File: src/rtl/alu_ctrl_pkg.sv
// Shared encodings for the ALU control sequencer: ALUOp, funct, ALU codes, mul/div ops, FSM states.
package alu_ctrl_pkg;

  typedef enum logic [2:0] {
    ALUOP_ADD  = 3'b000,
    ALUOP_SUB  = 3'b001,
    ALUOP_RFMT = 3'b010,
    ALUOP_AND  = 3'b011,
    ALUOP_OR   = 3'b100,
    ALUOP_SLT  = 3'b101,
    ALUOP_XOR  = 3'b110,
    ALUOP_RSVD = 3'b111
  } aluop_e;

  localparam logic [5:0] FN_SLL   = 6'd0;
  localparam logic [5:0] FN_SRL   = 6'd2;
  localparam logic [5:0] FN_SRA   = 6'd3;
  localparam logic [5:0] FN_JR    = 6'd8;
  localparam logic [5:0] FN_MULT  = 6'd24;
  localparam logic [5:0] FN_MULTU = 6'd25;
  localparam logic [5:0] FN_DIV   = 6'd26;
  localparam logic [5:0] FN_DIVU  = 6'd27;
  localparam logic [5:0] FN_ADD   = 6'd32;
  localparam logic [5:0] FN_ADDU  = 6'd33;
  localparam logic [5:0] FN_SUB   = 6'd34;
  localparam logic [5:0] FN_SUBU  = 6'd35;
  localparam logic [5:0] FN_AND   = 6'd36;
  localparam logic [5:0] FN_OR    = 6'd37;
  localparam logic [5:0] FN_XOR   = 6'd38;
  localparam logic [5:0] FN_NOR   = 6'd39;
  localparam logic [5:0] FN_SLT   = 6'd42;
  localparam logic [5:0] FN_SLTU  = 6'd43;

  localparam logic [3:0] CODE_AND  = 4'b0000;
  localparam logic [3:0] CODE_OR   = 4'b0001;
  localparam logic [3:0] CODE_ADD  = 4'b0010;
  localparam logic [3:0] CODE_SLL  = 4'b0011;
  localparam logic [3:0] CODE_SRL  = 4'b0100;
  localparam logic [3:0] CODE_SRA  = 4'b0101;
  localparam logic [3:0] CODE_SUB  = 4'b0110;
  localparam logic [3:0] CODE_SLT  = 4'b0111;
  localparam logic [3:0] CODE_SLTU = 4'b1000;
  localparam logic [3:0] CODE_NOR  = 4'b1100;
  localparam logic [3:0] CODE_XOR  = 4'b1101;

  typedef enum logic [1:0] {
    MD_MULT  = 2'b00,
    MD_MULTU = 2'b01,
    MD_DIV   = 2'b10,
    MD_DIVU  = 2'b11
  } md_op_e;

  typedef enum logic {
    IDLE   = 1'b0,
    MD_RUN = 1'b1
  } state_e;

endpackage

File: src/rtl/alu_ctrl_seq_if.sv
// Decode request/response bundle between the ID stage (master) and the ALU control sequencer (slave).
interface alu_ctrl_seq_if #(
  parameter int ALUOP_W = 3,
  parameter int CTRL_W  = 4
);
  logic               in_valid;
  logic               in_ready;
  logic [ALUOP_W-1:0] aluop;
  logic [5:0]         funct;
  logic               flush;
  logic               out_valid;
  logic [CTRL_W-1:0]  alucontrol;
  logic               sign;
  logic               jr;
  logic               md_start;
  logic [1:0]         md_op;
  logic               md_done;
  logic               stall;
  logic               illegal;

  modport master (
    output in_valid, aluop, funct, flush,
    input  in_ready, out_valid, alucontrol, sign, jr, md_start, md_op, md_done, stall, illegal
  );

  modport slave (
    input  in_valid, aluop, funct, flush,
    output in_ready, out_valid, alucontrol, sign, jr, md_start, md_op, md_done, stall, illegal
  );
endinterface

File: src/rtl/alu_funct_decode.sv
// Combinational ALUOp/funct decoder: ALU code, sign/jr flags, mul/div detection and undefined-encoding flag.
module alu_funct_decode
  import alu_ctrl_pkg::*;
(
  input  logic [2:0] aluop_i,
  input  logic [5:0] funct_i,
  output logic [3:0] code_o,
  output logic       sign_o,
  output logic       jr_o,
  output logic       is_md_o,
  output logic [1:0] md_op_o,
  output logic       undef_o
);

  always_comb begin
    code_o  = CODE_ADD;
    sign_o  = 1'b1;
    jr_o    = 1'b0;
    is_md_o = 1'b0;
    md_op_o = MD_MULT;
    undef_o = 1'b0;
    case (aluop_i)
      ALUOP_ADD: code_o = CODE_ADD;
      ALUOP_SUB: code_o = CODE_SUB;
      ALUOP_AND: begin code_o = CODE_AND; sign_o = 1'b0; end
      ALUOP_OR:  begin code_o = CODE_OR;  sign_o = 1'b0; end
      ALUOP_SLT: code_o = CODE_SLT;
      ALUOP_XOR: begin code_o = CODE_XOR; sign_o = 1'b0; end
      ALUOP_RFMT: begin
        // mul/div and jr ride through the ALU as ADD; the sequencer handles the rest
        case (funct_i)
          FN_ADD, FN_ADDU: code_o = CODE_ADD;
          FN_SUB, FN_SUBU: code_o = CODE_SUB;
          FN_AND:          code_o = CODE_AND;
          FN_OR:           code_o = CODE_OR;
          FN_XOR:          code_o = CODE_XOR;
          FN_NOR:          code_o = CODE_NOR;
          FN_SLT:          code_o = CODE_SLT;
          FN_SLTU:         code_o = CODE_SLTU;
          FN_SLL:          code_o = CODE_SLL;
          FN_SRL:          code_o = CODE_SRL;
          FN_SRA:          code_o = CODE_SRA;
          FN_JR:           jr_o   = 1'b1;
          FN_MULT:  begin is_md_o = 1'b1; md_op_o = MD_MULT;  end
          FN_MULTU: begin is_md_o = 1'b1; md_op_o = MD_MULTU; end
          FN_DIV:   begin is_md_o = 1'b1; md_op_o = MD_DIV;   end
          FN_DIVU:  begin is_md_o = 1'b1; md_op_o = MD_DIVU;  end
          default:         undef_o = 1'b1;
        endcase
      end
      default: undef_o = 1'b1;
    endcase
  end

endmodule

File: src/rtl/alu_ctrl_seq.sv
// Registered ALU control decoder for the ID/EX boundary with a fixed-latency mul/div sequencer.
// Define ALUCTRL_ILLEGAL_TRAP_EN to report undefined aluop/funct encodings on 'illegal'.
module alu_ctrl_seq
  import alu_ctrl_pkg::*;
#(
  parameter int ALUOP_W = 3,
  parameter int CTRL_W  = 4,
  parameter int MD_LAT  = 32,
  parameter int CNT_W   = 8
) (
  input logic           clk,
  input logic           reset_n,
  alu_ctrl_seq_if.slave bus
);

`ifdef ALUCTRL_ILLEGAL_TRAP_EN
  localparam bit TrapEn = 1'b1;
`else
  localparam bit TrapEn = 1'b0;
`endif

  if (ALUOP_W != 3) begin : gBadAluopW
    $error("alu_ctrl_seq: ALUOP_W must be 3");
  end
  if (CTRL_W < 4) begin : gBadCtrlW
    $error("alu_ctrl_seq: CTRL_W must be at least 4");
  end
  if (MD_LAT < 2 || MD_LAT > 255) begin : gBadMdLat
    $error("alu_ctrl_seq: MD_LAT must be within 2..255");
  end
  if (CNT_W < 1 || CNT_W > 30 || (1 << CNT_W) <= MD_LAT) begin : gBadCntW
    $error("alu_ctrl_seq: 2**CNT_W must exceed MD_LAT");
  end

  localparam logic [CNT_W-1:0] MdLoad = CNT_W'(MD_LAT - 1);

  logic [3:0] decCode;
  logic       decSign, decJr, decIsMd, decUndef;
  logic [1:0] decMdOp;

  alu_funct_decode uDecode (
    .aluop_i (bus.aluop),
    .funct_i (bus.funct),
    .code_o  (decCode),
    .sign_o  (decSign),
    .jr_o    (decJr),
    .is_md_o (decIsMd),
    .md_op_o (decMdOp),
    .undef_o (decUndef)
  );

  state_e             state_q, state_d;
  logic [CNT_W-1:0]   cnt_q, cnt_d;
  logic               outValid_q, outValid_d;
  logic [CTRL_W-1:0]  aluCtrl_q, aluCtrl_d;
  logic               sign_q, sign_d, jr_q, jr_d;
  logic               mdStart_q, mdStart_d;
  logic [1:0]         mdOp_q, mdOp_d;
  logic               illegal_q, illegal_d;
  logic               cntZero, inReady, accept, mdLaunch, mdDone;

  // The last busy cycle already counts as idle, so a new request can follow md_done directly
  assign cntZero  = (cnt_q == '0);
  assign inReady  = (state_q == IDLE) || cntZero;
  assign accept   = bus.in_valid && inReady && !bus.flush;
  assign mdLaunch = accept && decIsMd;

  always_comb begin
    state_d    = state_q;
    cnt_d      = cnt_q;
    outValid_d = accept;
    aluCtrl_d  = aluCtrl_q;
    sign_d     = sign_q;
    jr_d       = jr_q;
    mdStart_d  = 1'b0;
    mdOp_d     = mdOp_q;
    illegal_d  = illegal_q;
    mdDone     = 1'b0;
    if (bus.flush) illegal_d = 1'b0;
    if (accept) begin
      aluCtrl_d = CTRL_W'(decCode);
      sign_d    = decSign;
      jr_d      = decJr;
      illegal_d = TrapEn && decUndef;
    end
    case (state_q)
      IDLE: ;
      MD_RUN: begin
        if (bus.flush) begin
          state_d = IDLE;
          cnt_d   = '0;
        end else if (cntZero) begin
          mdDone  = 1'b1;
          state_d = IDLE;
        end else begin
          cnt_d = cnt_q - CNT_W'(1);
        end
      end
    endcase
    if (mdLaunch) begin
      state_d   = MD_RUN;
      cnt_d     = MdLoad;
      mdStart_d = 1'b1;
      mdOp_d    = decMdOp;
    end
  end

  always_ff @(posedge clk) begin
    if (!reset_n) begin
      state_q    <= IDLE;
      cnt_q      <= '0;
      outValid_q <= 1'b0;
      aluCtrl_q  <= '0;
      sign_q     <= 1'b0;
      jr_q       <= 1'b0;
      mdStart_q  <= 1'b0;
      mdOp_q     <= 2'b00;
      illegal_q  <= 1'b0;
    end else begin
      state_q    <= state_d;
      cnt_q      <= cnt_d;
      outValid_q <= outValid_d;
      aluCtrl_q  <= aluCtrl_d;
      sign_q     <= sign_d;
      jr_q       <= jr_d;
      mdStart_q  <= mdStart_d;
      mdOp_q     <= mdOp_d;
      illegal_q  <= illegal_d;
    end
  end

  assign bus.in_ready   = inReady;
  assign bus.out_valid  = outValid_q;
  assign bus.alucontrol = aluCtrl_q;
  assign bus.sign       = sign_q;
  assign bus.jr         = jr_q;
  assign bus.md_start   = mdStart_q;
  assign bus.md_op      = mdOp_q;
  assign bus.md_done    = mdDone;
  assign bus.stall      = (state_q == MD_RUN);
  assign bus.illegal    = illegal_q;

endmodule
File: src/flat_wrapper.sv
// flat-port wrapper written by rule: the top's interface ports become plain ports
module alu_ctrl_seq_flat import alu_ctrl_pkg::*;
#(
  parameter int ALUOP_W = 3,
  parameter int CTRL_W  = 4,
  parameter int MD_LAT  = 32,
  parameter int CNT_W   = 8
)
  (clk, reset_n, bus_in_valid, bus_aluop, bus_funct, bus_flush, bus_in_ready, bus_out_valid, bus_alucontrol, bus_sign, bus_jr, bus_md_start, bus_md_op, bus_md_done, bus_stall, bus_illegal);
  alu_ctrl_seq_if #(.ALUOP_W(ALUOP_W), .CTRL_W(CTRL_W)) bus_i ();
  input logic clk;
  input logic reset_n;
  input wire logic [$bits(bus_i.in_valid)-1:0] bus_in_valid;
  input wire logic [$bits(bus_i.aluop)-1:0] bus_aluop;
  input wire logic [$bits(bus_i.funct)-1:0] bus_funct;
  input wire logic [$bits(bus_i.flush)-1:0] bus_flush;
  output wire logic [$bits(bus_i.in_ready)-1:0] bus_in_ready;
  output wire logic [$bits(bus_i.out_valid)-1:0] bus_out_valid;
  output wire logic [$bits(bus_i.alucontrol)-1:0] bus_alucontrol;
  output wire logic [$bits(bus_i.sign)-1:0] bus_sign;
  output wire logic [$bits(bus_i.jr)-1:0] bus_jr;
  output wire logic [$bits(bus_i.md_start)-1:0] bus_md_start;
  output wire logic [$bits(bus_i.md_op)-1:0] bus_md_op;
  output wire logic [$bits(bus_i.md_done)-1:0] bus_md_done;
  output wire logic [$bits(bus_i.stall)-1:0] bus_stall;
  output wire logic [$bits(bus_i.illegal)-1:0] bus_illegal;
  assign bus_i.in_valid = bus_in_valid;
  assign bus_i.aluop = bus_aluop;
  assign bus_i.funct = bus_funct;
  assign bus_i.flush = bus_flush;
  assign bus_in_ready = bus_i.in_ready;
  assign bus_out_valid = bus_i.out_valid;
  assign bus_alucontrol = bus_i.alucontrol;
  assign bus_sign = bus_i.sign;
  assign bus_jr = bus_i.jr;
  assign bus_md_start = bus_i.md_start;
  assign bus_md_op = bus_i.md_op;
  assign bus_md_done = bus_i.md_done;
  assign bus_stall = bus_i.stall;
  assign bus_illegal = bus_i.illegal;
  alu_ctrl_seq #(.ALUOP_W(ALUOP_W), .CTRL_W(CTRL_W), .MD_LAT(MD_LAT), .CNT_W(CNT_W)) u_core (.clk(clk), .reset_n(reset_n), .bus(bus_i));
endmodule
File: config.mk
export PLATFORM = sky130hd
export DESIGN_NAME = alu_ctrl_seq_flat
export DESIGN_NICKNAME = d
export VERILOG_FILES = /design/src/rtl/alu_ctrl_pkg.sv /design/src/rtl/alu_ctrl_seq_if.sv /design/src/rtl/alu_funct_decode.sv /design/src/rtl/alu_ctrl_seq.sv /design/src/flat_wrapper.sv
export SDC_FILE = /design/constraint.sdc
export NUM_CORES = 1
export LEC_CHECK = 0
export CAP_MARGIN = 20
export CORE_MARGIN = 2
export CORE_UTILIZATION = 27
export CTS_BUF_LIST = sky130_fd_sc_hd__clkbuf_16
export DETAILED_ROUTE_END_ITERATION = 6
export SETUP_SLACK_MARGIN = 0.3
export SKIP_CTS_REPAIR_TIMING = 1
export SLEW_MARGIN = 10
export SYNTH_ARGS = -nofsm -noshare
export SYNTH_HDL_FRONTEND = slang
export SYNTH_SLANG_ARGS = --single-unit
export TNS_END_PERCENT = 30
File: constraint.sdc
create_clock -name clk -period 4.92 [get_ports clk]
set_input_delay 0.984 -clock clk [delete_from_list [all_inputs] [get_ports clk]]
set_output_delay 0.984 -clock clk [all_outputs]
set_load 0.005 [all_outputs]
== Word level (Yosys, flattened, before mapping) ==
Cells that the tools add are included.

* Add/subtract/negate cells: 1
* $mul: 0
* Div/mod/pow operators: 0
* Order comparisons: 0
* Equal/unequal tests: 23
* Shift-type cells: 0
* Multiplexer cells: 21
* Bitwise operators: 2
* Reduce and logical (&&, ||, !) cells: 14

{| class="wikitable"
|+ Operators with widths
! operator !! count
|-
| 6-bit equality test (second input constant) || 8
|-
| 4-bit case mux with 10 select lines || 1
|-
| 6-bit by 5-bit equality test with 1-bit output (second input constant) || 4
|-
| 4-bit case mux with 6 select lines || 1
|-
| 8-bit 2-to-1 mux || 2
|-
| 1-bit 2-to-1 mux || 13
|-
| 6-bit by 2-bit equality test with 1-bit output (second input constant) || 2
|-
| 5-bit 2-to-1 mux || 2
|-
| 3-bit equality test (second input constant) || 3
|-
| 8-bit zero test || 1
|-
| 8-bit by 1-bit subtractor with 8-bit output (second input constant) || 1
|-
| 3-bit by 2-bit equality test with 1-bit output (second input constant) || 2
|-
| 6-bit by 4-bit equality test with 1-bit output (second input constant) || 1
|-
| 6-bit zero test || 1
|-
| 2-bit case mux with 3 select lines || 1
|-
| 2-bit AND reduction || 2
|-
| 2-bit OR reduction || 2
|-
| 4-bit OR reduction || 1
|-
| 3-bit by 1-bit equality test with 1-bit output (second input constant) || 1
|-
| 1-bit logical AND || 3
|-
| 3-bit != test (second input constant) || 1
|-
| 3-bit OR reduction || 1
|-
| 2-bit 2-to-1 mux || 1
|-
| 2-bit != test (second input constant) || 1
|-
| other kinds (4) || 5
|}

* Register bits: 19
* Latch bits: 0
* Memory bits (writable): 0
* Bits in read-only memories: 0
* Input port bits: 13
* Output and inout bits: 14
* Logic and storage cells: 70
* Memories: 0

== Longest topological paths before layout ==
Gate-level depths: netlist of run 1.

* Depth after elaboration: 7
* Mapped depth: 8
* Depth with buffers taken out: 8

== By module ==
Synthesis of run 1 repeated with hierarchy kept, for this count alone.

* Cells, all modules: 162
* Area total of the unflattened synthesis: 1291.2 um^2

{| class="wikitable"
|+ By module, submodules not included
! module !! instances !! cells an instance !! area an instance (um^2) !! sequential area each (um^2)
|-
| alu_ctrl_seq || 1 || 112 || 943.4 || 380.4
|-
| alu_funct_decode || 1 || 50 || 347.8 || 0.0
|}

== Worst setup path after synthesis of run 1 ==
OpenSTA, ideal clock, no wires.

* Path type: input port to output port
* Start point: input bus_flush
* End point: output bus_md_done
* Arrival time: 1437 ps
* Required time: 3936 ps
* Setup slack: 2499 ps
* Stages: 3
* Path buffers: 1
* Path through: clkbuf_2 -> nand2b_1 -> nor2_1

* Longest elaborated chain between the ends: 2

{| class="wikitable"
|+ Ends and longest elaborated chain
! element !! line !! text
|-
| from (decl) || flat_wrapper.sv:16 || <nowiki>input wire logic [$bits(bus_i.flush)-1:0] bus_flush;</nowiki>
|-
| 1-bit 2-to-1 mux || alu_ctrl_seq.sv:89 || <nowiki>if (bus.flush) begin</nowiki>
|-
| 1-bit 2-to-1 mux || alu_ctrl_seq.sv:86 || <nowiki>case (state_q)</nowiki>
|-
| to (decl) || flat_wrapper.sv:24 || <nowiki>output wire logic [$bits(bus_i.md_done)-1:0] bus_md_done;</nowiki>
|}

No other way between the ends.

== Final worst setup path of run 1 ==
Ends and elaborated chain as after synthesis.

==> results of run 1 <==
[state kept, by name (all words and copies together) (netlist names)]
register	flops
u_core.bus.out_valid	1
u_core.bus.md_start	1
u_core.bus.md_op	2
u_core.bus.jr	1
u_core.bus.alucontrol	4
u_core.cnt_q	8
u_core.bus.stall	1
u_core.bus.sign	1
[logic make-up (layout without fill, tap and decap cells)]
| kind of cell | count (synthesis) | in the layout | synth area share (%) |
|---|---|---|---|
| AND/OR/NAND/NOR | 56 | 56 | 28.8 |
| flip-flops | 19 | 19 | 32.8 |
| adder cells (fa/ha/maj) | 1 | 1 | 1.08 |
| buffers and inverters | 15 | 39 | 5.50 |
| AO/OA/AOI/OAI | 48 | 48 | 28.2 |
| XOR/XNOR | 1 | 1 | 0.755 |
| other | 1 | 1 | 0.323 |
| multiplexers | 3 | 3 | 2.59 |
[cells in the final DEF, fill, tap and decap left out, types with 2 or more instances in the layout]
| cell type | instances |
|---|---|
| a41o_1 | 2 |
| nand2b_1 | 6 |
| o2111ai_1 | 2 |
| nor3b_1 | 2 |
| and3_1 | 2 |
| mux2i_1 | 3 |
| nand4_1 | 6 |
| o21ai_0 | 10 |
| inv_1 | 8 |
| a31oi_1 | 3 |
| a21oi_2 | 2 |
| nor2_1 | 8 |
| clkbuf_16 | 3 |
| a21oi_1 | 16 |
| clkdlybuf4s50_1 | 25 |
| dfxtp_1 | 19 |
| nor2b_1 | 3 |
| nand3_1 | 3 |
| and3b_1 | 2 |
| nand2_1 | 11 |
| nor3_1 | 4 |
[synthesized netlist by cell type (all sizes together), types with 2 or more instances]
master   instances
nand4            6
a31oi            3
nor2b            3
a21oi           18
nor3b            2
a41o             2
nand3            3
buf              3
and3b            2
nor2             8
mux2i            3
o2111ai          2
and3             2
clkbuf           2
nor3             4
nand2b           6
o21ai           10
nand2           11
nor4b            2
dfxtp           19
inv              9
[metal layers]
layer,vias to the layer above,track usage [%]
met2,39,18.9
met1,541,17.2
li1,584,-
met3,6,3.63
met4,0,6.32
met5,-,0
[per-stage QoR]
stage / std cells / util [%] / power (mW)
6_report: 218 / 37.7 / 0.376
5_1_grt: 218 / 37.7 / 0.392
4_1_cts: 218 / 37.7 / 0.380
3_5_place_dp: 214 / 35.6 / 0.206
3_3_place_gp: 214 / 35.6 / 0.206
2_1_floorplan: 144 / - / 0.184
[worst min path at each step]
stage                                   startpoint                       end  slack, ns  depth (start not counted)
after floorplan           u_core.bus.alucontrol[0]  u_core.bus.alucontrol[0]       0.46                          2
after CTS                 u_core.bus.alucontrol[0]  u_core.bus.alucontrol[0]       0.48                          2
final                     u_core.bus.alucontrol[3]  u_core.bus.alucontrol[3]       0.48                          2
after global placement             u_core.bus.sign           u_core.bus.sign       0.47                          2
after global routing      u_core.bus.alucontrol[3]  u_core.bus.alucontrol[3]       0.51                          2
after detailed placement  u_core.bus.alucontrol[0]  u_core.bus.alucontrol[0]       0.47                          2
[power by group through the flow]
stage	logic, mW	clock network, mW	registers (mW)
3_5_place_dp	0.0444	0	0.161
2_1_floorplan	0.0223	0	0.161
3_3_place_gp	0.0449	0	0.161
5_1_grt	0.0495	0.185	0.158
6_report	0.0450	0.174	0.158
4_1_cts	0.0448	0.178	0.158
[final cells by class]
type | count | area [µm²]
fillers | 404 | 2530
clock inverters | 1 | 7.51
inverters | 10 | 37.5
well taps | 50 | 62.6
clock buffers | 3 | 75.1
flip-flops and latches | 19 | 380
multi-input cells | 110 | 716
repair buffers | 25 | 250
[worst max-delay path, stage by stage]
cell and delay (ns):
clkdlybuf4s50_1 0.63, nand2b_1 0.29, nor2_1 0.11, clkdlybuf4s50_1 0.50
==> flow_summary.yaml, run 1 <==
critical_path:
  cp-startpoint: "bus_flush"
  crit_end: "bus_md_done"
  critical_path_class: "in2out"
  r2r-end: "u_core.cnt_q[3]"
  arrival_ns: 2.51
  required_ns: 3.94
  timing.rr.start: "u_core.cnt_q[0]"
  cp-end-kind: "primary output"
  cp_max_fo: 11
  r2r_slack_ns: 2.95
  critPathLaunchType: "input pin"
  r2r_cells: 7
power_and_ir_drop:
  cellInternalPower_mw: 0.289
  p_clk_share_pct: 46.1
  seq_power_share_pct: 41.9
  power_density_nw_per_um2: 246
  switching_share_pct: 23.2
  pwr-share-comb_pct: 12.0
  ir_drop_uv: 187
  p_leak_nw: 0.568
  p_switching_mw: 0.0875
sta:
  period_needed_ns: 3.50
  whs_ns: 0.480
  rsz0062_at_grt: "false"
  finalHoldViolations: 0
  finalSetupViolations: 0
  finalWorstSetupSlack_ns: 1.42
  fmax_ghz: 0.286
  setup_tns_ns: 0
  slew-limit-headroom_pct: 44.0
  worst_slew_pin_slew_ns: 0.832
  min_period_over_period_pct: 71.1
  skew_ns: 0.00978
  finalMaxSlewViolations: 0
clocking:
  clockBufferDepth: 2
  clock_sinks: 19
  clkTransAtPathRegs_ns: 0.06
  h-tree-depth: 1
  cts_buffers: 3
  clock-root-buffer: "clkbuf_16"
  cts_tree: "built"
  clk_latency_ns: 0.26
yosys:
  synth_seq_cells: 19
  yosysTopAreaCell: "dfxtp_1"
  avgSynthCellArea_um2: 8.05
  synth_edf_count: 0
  syn_inst: 144
  synth_warnings: 0
  synth_fp_nets: 158
  synth_top_cell_area_share_pct: 32.8
  netlist_area_um2: 1160
  synthFlopType: "dfxtp_1"
  ys_types: 50
  yosys-top-cells-area: "dfxtp_1, a21oi_1, o21ai_0"
  async_reset_ff_share_pct: 0
  synth_seq_area_share_pct: 32.8
status:
  status: "finished, final reports clean"
floorplanning:
  core_um2: 4060
  die_height_um: 69.5
  rows: 23
  die_w_um: 69.5
  die_area_um2: 4840
  ios: 27
  initial_core_util_pct: 28.6
drt:
  drt_iter0_drc: 36
  ant_nets: 0
  wl_per_cell_um: 13.6
  drt-total-wl_um: 2960
  wl_met2_um: 1280
  viasPerCell: 5.37
  drc: 0
  routedLengthMet1_um: 1470
  routed.top_layer: "met4"
  wl_met3_um: 154
  dr.pass1.iters: 4
  via_count: 1170
placement:
  gp_congestion: 0.846
  hpwl_um: 2150
  dpl_worst_slack_ns: 1.42
  port_buffers: 25
  dpl_cell_area_um2: 1450
global_routing:
  grt-ovfl-total: 0
  grt_start_max_net_pins: 13
  grt_pass1_wl_um: 5070
  grt_pass1_vias: 1121
  antenna_found_initial: 0
  grtUsageTotal_pct: 12.9
job:
  cap_violations: 0
cells_and_area:
  fin_area_um2: 1530
  finalNetCount: 183
  drive_above_1_share_pct: 7.14
  area_growth_pct: 31.8
  n_antenna_cell: 0
min_path:
  hp-class: "reg2reg"
No activity file was read; power rests on OpenSTA's default activity.
==> run 2, diff against run 1 <==
==> constraint.sdc (replaced) <==
create_clock -name clk -period 3.6 [get_ports clk]
set_input_delay 0.72 -clock clk [delete_from_list [all_inputs] [get_ports clk]]
set_output_delay 0.72 -clock clk [all_outputs]
set_load 0.005 [all_outputs]
==> run 2 against run 1 <==
Flip-flop and latch count unchanged. First-iteration DRC count increased by 39%. Total power increased by 35%. Sequential share of layout area decreased by 0.18 points. Count of clock-buffer cells in the layout unchanged. Worst hold slack got worse by 0.0025 ns.
==> flow_summary.yaml, run 2 (synthesis gave the netlist of run 1 again) <==
status:
  status: "finished, final reports clean"
global_routing:
  antenna_found_initial: 0
  grtUsageTotal_pct: 13.1
  grt-ovfl-total: 0
  grt_start_max_net_pins: 11
  grt_pass1_wl_um: 5170
  grt_pass1_vias: 1109
clocking:
  h-tree-depth: 1
  cts_tree: "built"
  clock_sinks: 19
  cts_buffers: 3
  clockBufferDepth: 2
  clock-root-buffer: "clkbuf_16"
  clk_latency_ns: 0.25
  clkTransAtPathRegs_ns: 0.05
critical_path:
  cp_max_fo: 10
  slowest_delay_ns: 0.53
  crit_path_cell_trace: "inv_1 -> ha_1 -> nor4b_4 -> a21oi_2 -> inv_2 -> clkdlybuf4s50_1"
  path_delay_family: "buffers and inverters"
  critical_path_class: "reg2out"
  arrival_ns: 2.22
  critPathLaunchType: "register"
  cp-end-kind: "primary output"
  cp.buffers_inverters: 3
  slowest_stage: "clkdlybuf4s50_1"
  required_ns: 2.88
cells_and_area:
  drive_above_1_share_pct: 7.65
  area_growth_pct: 32.8
  layout_commonest_cell: "clkdlybuf4s50_1"
  largest_reg_flops: 8
  final_cell_mix: "clkdlybuf4s50_1, dfxtp_1, a21oi_1, nand2_1, o21ai_0"
  n_antenna_cell: 0
  fin_area_um2: 1540
  finalNetCount: 185
  finalNonFillerCells: 220
  regMostFlops: "u_core.cnt_q"
floorplanning:
  die_w_um: 69.5
  initial_core_util_pct: 28.6
  ios: 27
  rows: 23
  core_um2: 4060
  die_height_um: 69.5
  die_area_um2: 4840
sta:
  finalSetupViolations: 0
  whs_ns: 0.478
  worst_slew_pin_slew_ns: 0.793
  finalHoldViolations: 0
  setup_tns_ns: 0
  finalMaxSlewViolations: 0
  rsz0062_at_grt: "false"
  min_period_over_period_pct: 81.8
  period_needed_ns: 2.94
  fmax_ghz: 0.340
  slew-limit-headroom_pct: 46.6
  skew_ns: 0.00262
power_and_ir_drop:
  ir_drop_uv: 132
  p_leak_nw: 0.583
  power_density_nw_per_um2: 330
placement:
  gp_congestion: 0.828
  hpwl_um: 2160
  port_buffers: 25
  dpl_cell_area_um2: 1460
  dp.cells: 216
drt:
  dr.pass1.iters: 4
  via_count: 1182
  drt_iter0_drc: 50
  drt-total-wl_um: 2970
  viasPerCell: 5.37
  wl_per_cell_um: 13.5
  drc: 0
  ant_nets: 0
min_path:
  hp-class: "reg2reg"
job:
  cap_violations: 0
==> run 2: changes by cell type in the layout (fill, tap and decap cells not counted), sizes merged <==
| cell | delta |
|---|---|
| buf | +2 |
| clkinvlp | -1 |
| inv | +1 |
==> run 2: through the flow <==
stage                     setup WS, ns  power (mW)  utilization (%)
after floorplan                   1.68       0.251                -
after global placement           0.929       0.283             36.0
after detailed placement         0.922       0.283             36.0
after CTS                        0.656       0.513             38.0
after global routing             0.477       0.527             38.0
final                            0.656       0.509             38.0
==> run 2: final timing paths <==
check	startpoint	endpoint	slack (ns)	cells past startpoint
worst min-delay path	u_core.bus.alucontrol[3]	u_core.bus.alucontrol[3]	0.48	2
worst max register to register	u_core.cnt_q[0]	u_core.cnt_q[4]	1.65	7
worst min register to register	u_core.bus.alucontrol[3]	u_core.bus.alucontrol[3]	0.48	2
worst max-delay path	u_core.cnt_q[0]	bus_in_ready	0.66	6
==> run 2: metal layers <==
| layer | vias up | share of wire [%] | track usage [%] |
|---|---|---|---|
| li1 | 593 | - | - |
| met1 | 543 | 49 | 18.7 |
| met2 | 39 | 43 | 18.9 |
| met3 | 7 | 5.1 | 2.62 |
| met4 | 0 | 2.3 | 5.66 |
| met5 | - | 0 | 0 |
==> run 2: final cells by class <==
cell class | instances | area, µm²
Clock buffer | 3 | 75.1
Inverter | 10 | 37.5
Fill cell | 412 | 2520
Sequential cell | 19 | 380
Clock inverter | 1 | 3.75
Tap cell | 50 | 62.6
Multi-Input combinational cell | 110 | 716
Timing Repair Buffer | 27 | 265
==> run 2: worst min-delay path, delay by kind of cell (launching register included) <==
family          cells  cell delay (ns)
flops               1             0.31
compound gates      1             0.07
simple gates        1             0.05
==> run 2: report_power, final <==
part / internal (mW) / switching, mW
logic: 0.0323 / 0.0308
clock network: 0.148 / 0.0820
registers: 0.214 / 0.00171
==> run 3, diff against run 2 <==
==> constraint.sdc (replaced) <==
create_clock -name clk -period 2.45 [get_ports clk]
set_input_delay 0.49 -clock clk [delete_from_list [all_inputs] [get_ports clk]]
set_output_delay 0.49 -clock clk [all_outputs]
set_load 0.005 [all_outputs]
==> run 3 against run 2 <==
Final area is 7.6% higher. Flip-flop and latch count stayed put. Total power is 49% higher. Worst hold slack better by 0.0071 ns. Critical path type unchanged. Largest power group unchanged.
==> flow_summary.yaml, run 3 (synthesis gave the netlist of run 1 again) <==
status:
  status: "finished, final reports clean"
placement:
  port_buffers: 25
  hpwl_um: 2310
  gp_congestion: 0.798
  dpl_worst_slack_ns: 0.219
  dp.cells: 226
floorplanning:
  die_height_um: 69.5
  die_w_um: 69.5
  die_area_um2: 4840
  core_um2: 4060
  initial_core_util_pct: 28.6
  ios: 27
  rows: 23
drt:
  drt-total-wl_um: 3150
  dr.pass1.iters: 4
  ant_nets: 0
  wl_per_cell_um: 13.5
  drt_iter0_drc: 46
  via_count: 1217
  viasPerCell: 5.22
  drc: 0
cells_and_area:
  area_growth_pct: 42.8
  finalNetCount: 198
  utilization_pct: 40.8
  regMostFlops: "u_core.cnt_q"
  layout_commonest_cell: "clkdlybuf4s50_1"
  ff_latch_area_um2: 383
  drive_above_1_share_pct: 16.9
  n_antenna_cell: 0
  finalNonFillerCells: 233
  largest_reg_flops: 8
  fillers: 400
  final_cell_mix: "clkdlybuf4s50_1, dfxtp_1, a21oi_1, buf_4, nand2_1"
  multiInputGateArea_um2: 728
critical_path:
  arrival_ns: 1.85
  critical_path_class: "reg2out"
  critPathLaunchType: "register"
  slowest_stage: "clkdlybuf4s50_1"
  required_ns: 1.96
  slowest_delay_ns: 0.51
  cp_max_fo: 5
  cp-end-kind: "primary output"
  crit_path_cell_trace: "inv_1 -> ha_4 -> nor4b_4 -> nand2_1 -> nor2_1 -> clkdlybuf4s50_1"
sta:
  skew_ns: 0.00138
  worst_slew_pin_slew_ns: 0.531
  finalHoldViolations: 0
  fmax_ghz: 0.428
  period_needed_ns: 2.34
  finalMaxSlewViolations: 0
  rsz0062_at_grt: "true"
  finalSetupViolations: 0
  min_period_over_period_pct: 95.4
  finalWorstSetupSlack_ns: 0.113
  setup_tns_ns: 0
  slew-limit-headroom_pct: 64.1
power_and_ir_drop:
  ir_drop_uv: 269
  p_switching_mw: 0.169
  p_leak_nw: 0.642
  switching_share_pct: 22.4
  seq_power_share_pct: 41.9
  p_clk_share_pct: 44.8
  pwr-share-comb_pct: 13.3
  power_density_nw_per_um2: 456
  cellInternalPower_mw: 0.587
global_routing:
  grt-ovfl-total: 0
  grt_start_max_net_pins: 12
  grt_pass1_vias: 1097
  grt_pass1_wl_um: 5240
  grtUsageTotal_pct: 13.1
  antenna_found_initial: 0
clocking:
  clock-root-buffer: "clkbuf_16"
  clkTransAtPathRegs_ns: 0.06
  clock_sinks: 19
  h-tree-depth: 1
  clk_latency_ns: 0.25
  cts_buffers: 3
  cts_tree: "built"
  clockBufferDepth: 2
min_path:
  hp-class: "reg2reg"
job:
  cap_violations: 0
## run 3: final timing paths
check	from	endpoint	slack (ns)	cells past startpoint
worst min register to register	u_core.bus.alucontrol[0]	u_core.bus.alucontrol[0]	0.48	2
worst max-delay path	u_core.cnt_q[1]	bus_md_done	0.11	6
worst max register to register	u_core.cnt_q[1]	u_core.cnt_q[1]	0.65	6
worst min-delay path	u_core.bus.alucontrol[0]	u_core.bus.alucontrol[0]	0.48	2
## run 3: cell type report
cell class	count	share of cell area [%]
multi-input combinational	110	44.0
sequential	19	23.1
timing repair buffer	40	22.1
clock buffer	3	4.53
tap	50	3.78
inverter	10	2.27
clock inverter	1	0.302
## run 3: metrics by stage
stage	hold WS, ns	total power [mW]	area, µm²
6_report	0.485	0.756	1660
5_1_grt	0.510	0.788	1660
4_1_cts	0.479	0.762	1620
3_5_place_dp	0.462	0.423	1540
3_3_place_gp	0.471	0.423	1540
2_1_floorplan	0.463	0.369	1160
## run 3: worst max-delay path, delay by kind of cell (launching register included)
family,cells,cell delay (ns)
AND/OR/NAND/NOR,3,0.51
flip-flops,1,0.33
adder cells (fa/ha/maj),1,0.15
buffers and inverters,2,0.59
## run 3: power by group through the flow
| stage | registers (mW) | clock network [mW] | logic (mW) |
|---|---|---|---|
| 2_1_floorplan | 0.324 | 0 | 0.0448 |
| 3_3_place_gp | 0.324 | 0 | 0.0995 |
| 3_5_place_dp | 0.324 | 0 | 0.0992 |
| 4_1_cts | 0.317 | 0.346 | 0.100 |
| 5_1_grt | 0.317 | 0.360 | 0.111 |
| 6_report | 0.317 | 0.339 | 0.101 |
## run 3: per-layer routing
metal	wire, µm	vias to the layer above	share of wire, %	GRT usage, %
met4	28	0	0.89	3.27
met1	1570	571	50	19.0
met5	0	-	0	0
met2	1430	29	45	20.1
met3	123	2	3.9	2.18
li1	-	615	-	-
